[config.mk]
export PLATFORM = sky130hd
export DESIGN_NAME = hilo_unit_flat
export DESIGN_NICKNAME = d
export VERILOG_FILES = /design/src/rtl/hilo_unit_if.sv /design/src/rtl/hilo_unit.sv /design/src/flat_wrapper.sv
export SDC_FILE = /design/constraint.sdc
export NUM_CORES = 1
export LEC_CHECK = 0
export ABC_AREA = 1
export CAP_MARGIN = 25
export CORE_ASPECT_RATIO = 1.25
export CORE_UTILIZATION = 36
export CTS_CLUSTER_SIZE = 30
export DETAILED_ROUTE_END_ITERATION = 8
export PLACE_DENSITY = 0.76
export SETUP_SLACK_MARGIN = 0.2
export SLEW_MARGIN = 20
export SYNTH_ARGS = -nofsm -noshare
export SYNTH_HDL_FRONTEND = slang
export SYNTH_SLANG_ARGS = --single-unit
[constraint.sdc]
create_clock -name clk -period 2 [get_ports clk]
set_clock_uncertainty 0.05 [all_clocks]
set_input_delay 0.4 -clock clk [delete_from_list [all_inputs] [get_ports clk]]
set_output_delay 0.4 -clock clk [all_outputs]
set_load 0.02 [all_outputs]
[src/rtl/hilo_unit_if.sv]
// HI/LO stage bus: op issue, multiplier result and architectural HI/LO.
// master = pipeline/multiplier side, slave = hilo_unit.
interface hilo_unit_if;
   logic        op_valid;
   logic [2:0]  op;
   logic [31:0] mt_data;
   logic        mlt_halt;
   logic [63:0] prod;
   logic        busy;
   logic [31:0] hi;
   logic [31:0] lo;

   modport master (
      output op_valid, op, mt_data, mlt_halt, prod,
      input  busy, hi, lo
   );

   modport slave (
      input  op_valid, op, mt_data, mlt_halt, prod,
      output busy, hi, lo
   );
endinterface

[src/rtl/hilo_unit.sv]
// HI/LO register stage after the 2-cycle multiplier.
// Optional MADD/MSUB accumulate enabled by defining HILO_MADD_EN.
module hilo_unit (
   input logic      clk,
   input logic      reset,
   hilo_unit_if.slave bus
);
   localparam logic [1:0] IDLE     = 2'd0;
   localparam logic [1:0] WAIT_MUL = 2'd1;
   localparam logic [1:0] ACCUM    = 2'd2;

   localparam logic [2:0] OP_MUL  = 3'd0;
   localparam logic [2:0] OP_MADD = 3'd1;
   localparam logic [2:0] OP_MSUB = 3'd2;
   localparam logic [2:0] OP_MTHI = 3'd3;
   localparam logic [2:0] OP_MTLO = 3'd4;

   logic [1:0]  state;
   logic [31:0] hi_q;
   logic [31:0] lo_q;
   logic        is_mul;
   logic        is_acc;

`ifdef HILO_MADD_EN
   logic [2:0]  op_q;
   logic [63:0] prod_q;
   logic [63:0] acc_res;
`endif

   assign is_mul = (bus.op == OP_MUL);

`ifdef HILO_MADD_EN
   assign is_acc = (bus.op == OP_MADD) || (bus.op == OP_MSUB);
`else
   assign is_acc = 1'b0;
`endif

`ifdef HILO_MADD_EN
   // Accumulate result: modulo 2^64, carry/borrow dropped
   always_comb begin
      acc_res = {hi_q, lo_q} + prod_q;
      if (op_q == OP_MSUB)
         acc_res = {hi_q, lo_q} - prod_q;
   end
`endif

   // HI/LO state machine; ops arriving while busy are dropped
   always_ff @(posedge clk or posedge reset) begin
      if (reset) begin
         state <= IDLE;
         hi_q  <= '0;
         lo_q  <= '0;
`ifdef HILO_MADD_EN
         op_q   <= OP_MUL;
         prod_q <= '0;
`endif
      end else begin
         unique case (state)
            IDLE: begin
               if (bus.op_valid) begin
                  if (bus.op == OP_MTHI)
                     hi_q <= bus.mt_data;
                  else if (bus.op == OP_MTLO)
                     lo_q <= bus.mt_data;
                  else if (is_mul || is_acc) begin
`ifdef HILO_MADD_EN
                     op_q <= bus.op;
`endif
                     state <= WAIT_MUL;
                  end
               end
            end
            WAIT_MUL: begin
               if (!bus.mlt_halt) begin
`ifdef HILO_MADD_EN
                  if (op_q == OP_MUL) begin
                     {hi_q, lo_q} <= bus.prod;
                     state        <= IDLE;
                  end else begin
                     prod_q <= bus.prod;
                     state  <= ACCUM;
                  end
`else
                  {hi_q, lo_q} <= bus.prod;
                  state        <= IDLE;
`endif
               end
            end
`ifdef HILO_MADD_EN
            ACCUM: begin
               {hi_q, lo_q} <= acc_res;
               state        <= IDLE;
            end
`endif
            default: state <= IDLE;
         endcase
      end
   end

   assign bus.busy = (state != IDLE);
   assign bus.hi   = hi_q;
   assign bus.lo   = lo_q;
endmodule

[src/flat_wrapper.sv]
// flat-port wrapper written by rule: the top's interface ports become plain ports
module hilo_unit_flat 
  (clk, reset, bus_op_valid, bus_op, bus_mt_data, bus_mlt_halt, bus_prod, bus_busy, bus_hi, bus_lo);
  hilo_unit_if bus_i ();
  input logic clk;
  input logic reset;
  input wire logic [$bits(bus_i.op_valid)-1:0] bus_op_valid;
  input wire logic [$bits(bus_i.op)-1:0] bus_op;
  input wire logic [$bits(bus_i.mt_data)-1:0] bus_mt_data;
  input wire logic [$bits(bus_i.mlt_halt)-1:0] bus_mlt_halt;
  input wire logic [$bits(bus_i.prod)-1:0] bus_prod;
  output wire logic [$bits(bus_i.busy)-1:0] bus_busy;
  output wire logic [$bits(bus_i.hi)-1:0] bus_hi;
  output wire logic [$bits(bus_i.lo)-1:0] bus_lo;
  assign bus_i.op_valid = bus_op_valid;
  assign bus_i.op = bus_op;
  assign bus_i.mt_data = bus_mt_data;
  assign bus_i.mlt_halt = bus_mlt_halt;
  assign bus_i.prod = bus_prod;
  assign bus_busy = bus_i.busy;
  assign bus_hi = bus_i.hi;
  assign bus_lo = bus_i.lo;
  hilo_unit u_core (.clk(clk), .reset(reset), .bus(bus_i));
endmodule
==> results_dict.tcl <==
set metrics [dict create \
    ys_types 11 \
    yosys_register_bits 65 \
    die_h_um 108 \
    p_clk_frac 0.221 \
    dp_hpwl_um 7790 \
    end_kind "primary output" \
    p_sw_uw 1720 \
    critPathRequiredTime_ns 1.55 \
    cap_viol_max_count 0 \
    worst-path-buf-inv 1 \
    dpl.cell_count 733 \
    relSlewSlack 0.746 \
    die_area_um2 9420 \
    row_count 38 \
    layout_min_cycle_time_ns 1.77 \
    pwr-share-comb 0.399 \
    routed_wl_um 10500 \
    drive_above_1_share 0.0493 \
    rsz0062_at_grt "false" \
    syn_inst 462 \
    grt_overflow 0 \
    ios 168 \
    critPathArrivalTime_ns 1.32 \
    internal_power_uw 3180 \
    drc_errors 0 \
    p_sw_frac 0.352 \
    cellLeakagePower_uw 0.00300 \
    antenna_cells 0 \
    viasPerCell 4.70 \
    area_growth_pct 63.1 \
    tns_ns 0 \
    synth.yosys.seq_area_share 0.500 \
    avgSynthCellArea_um2 7.04 \
    vias 3522 \
    finalCritPeriodShare 0.886 \
    crit_chain "clkdlybuf4s50_1" \
    globalplace.congestion 0.879 \
    drt_iter0_drc 204 \
    crit_family "buffers and inverters" \
    netlist.area_leader.share 0.500 \
    critical_path_class "flip-flop to primary output" \
    cts_root_buffer "clkbuf_8" \
    antenna_found_initial 0 \
    cts_hold_buf 0 \
    dr.pass1.iters 5 \
    worstPathMaxFanout 2 \
    grt_pass1_wl_um 16300 \
    clk_pin_slew_ns 0.07 \
    worst_pin_slew_ns 0.381 \
    worstHoldPathType "primary input to async pin" \
    cts_max_path_buffers 2 \
    r2r_end "u_core.bus.lo[19]" \
    synth_area_leaders "dfrtp_1 (50%), nand2_1 (34%), nand3_1 (10%), buf_2 (2.6%), buf_4 (1.6%)" \
    cts_sinks 65 \
    finalNetCount 727 \
    rr_worst_depth 6 \
    power_density_nw_per_um2 924 \
    cts_max_level 3 \
    max_stage_delay_ns 0.62 \
    postRouteAntennaNets 0 \
    cts_tree "built" \
    fmax_mhz 564 \
    cts_made_buffers 9 \
    cp-start-kind "flip-flop" \
    vdd_drop_max_mv 0.460 \
    ys_warn_count 0 \
    postCtsSetupBuffers 0 \
    synthesis.area_um2 3250 \
    setup_viol 0 \
    reg2reg_from "u_core.state[0]" \
    p_seq_frac 0.380 \
    slew_violations 0 \
    syn-num-nets 565 \
    grt_max_degree 65 \
    core_um2 8700 \
    die_w_um 87.0 \
    r2r_slack_ns 0.41 \
    insertion_delay_ns 0.34 \
    grtUsageTotal 0.229 \
    grt_pass1_vias 3438 \
    cp_slowest_cell "clkdlybuf4s50_1" \
    final_cells 749 \
    io_buffers 167 \
    hold_viol 0 \
    wire_per_inst_um 14.0 \
    outcome "finished clean" \
    start_util 0.374 \
    synth_area_leader_cell "dfrtp_1" \
]
[registers in the layout (all words and copies together), names as in the netlist]
register       count
u_core.bus.lo     32
u_core.state       1
u_core.bus.hi     32
[metrics by stage]
stage / area (µm²) / hold WS, ns / setup slack [ns] / power [µW] / util
after detailed placement: 5050 / 0.408 / 0.224 / 3900 / 0.580
after CTS: 5230 / 0.265 / 0.203 / 4980 / 0.601
after global routing: 5300 / 0.290 / 0.200 / 5170 / 0.609
final: 5300 / 0.267 / 0.228 / 4900 / 0.609
after floorplan: 3250 / 0.488 / 0.702 / 2780 / -
after global placement: 5050 / 0.403 / 0.285 / 3860 / 0.580
[cell usage in the layout, fill, tap and decap left out, drive strengths merged]
master,netlist,routed
dlymetal6s2s,0,28
nand3,65,65
bufinv,0,1
clkinv,0,2
inv,4,3
nand4,1,1
dlygate4sd2,0,5
nor2,3,3
clkdlybuf4s50,0,134
nand2,295,295
dfrtp,65,65
clkinvlp,0,1
clkbuf,5,13
buf,24,13
[synthesized netlist by cell type]
library cell,number
dfrtp_1,65
nand2_1,295
nand4_1,1
nor2_2,1
nor2_1,2
clkbuf_1,5
inv_2,2
buf_2,17
nand3_1,65
inv_1,2
buf_4,7
[cells by family after synthesis]
| kind of cell | after synthesis | share of synthesized area |
|---|---|---|
| and+or+nand+nor | 364 | 0.447 |
| DFF | 65 | 0.500 |
| buffers and inverters | 33 | 0.0527 |
[cell type report]
type	instances	area, µm²
Inverter	4	18.8
Timing Repair Buffer	180	1860
Clock buffer	13	149
Sequential cell	65	1630
Multi-Input combinational cell	364	1460
Fill cell	805	3400
Tap cell	120	150
Clock inverter	3	40.0
[worst max-delay path by stage]
| stage | to | slack (ns) | depth (start not counted) | from |
|---|---|---|---|---|
| finish | bus_hi[2] | 0.23 | 1 | u_core.bus.hi[2] |
| CTS | bus_hi[19] | 0.20 | 1 | u_core.bus.hi[19] |
| global placement | u_core.bus.lo[26] | 0.29 | 8 | bus_op[0] |
| global route | bus_hi[1] | 0.20 | 1 | u_core.bus.hi[1] |
| detailed placement | u_core.bus.lo[25] | 0.22 | 8 | bus_op[0] |
| floorplan | u_core.bus.hi[0] | 0.70 | 7 | u_core.state[0] |
[power by group through the flow]
stage	Clock [µW]	Combinational (µW)	Sequential, µW
2_1_floorplan	0	491	2290
3_3_place_gp	0	1980	1880
3_5_place_dp	0	2010	1890
4_1_cts	1110	2000	1870
5_1_grt	1170	2100	1900
6_report	1080	1950	1860
[metal layers]
layer | part of all wire | wire, µm | GRT usage
met1 | 0.41 | 4290 | 0.266
met2 | 0.51 | 5310 | 0.393
met3 | 0.057 | 595 | 0.0542
met4 | 0.028 | 292 | 0.111
met5 | 0 | 0 | 0
[repair_timing]
item / 4_1_cts / 5_1_grt
gates resized for setup: 5 / 28
pin swaps: 0 / 0
endpoints found under the setup margin: 5 / 28
hold endpoints to repair: 0 / 0
No activity file was read; power rests on OpenSTA's default activity.
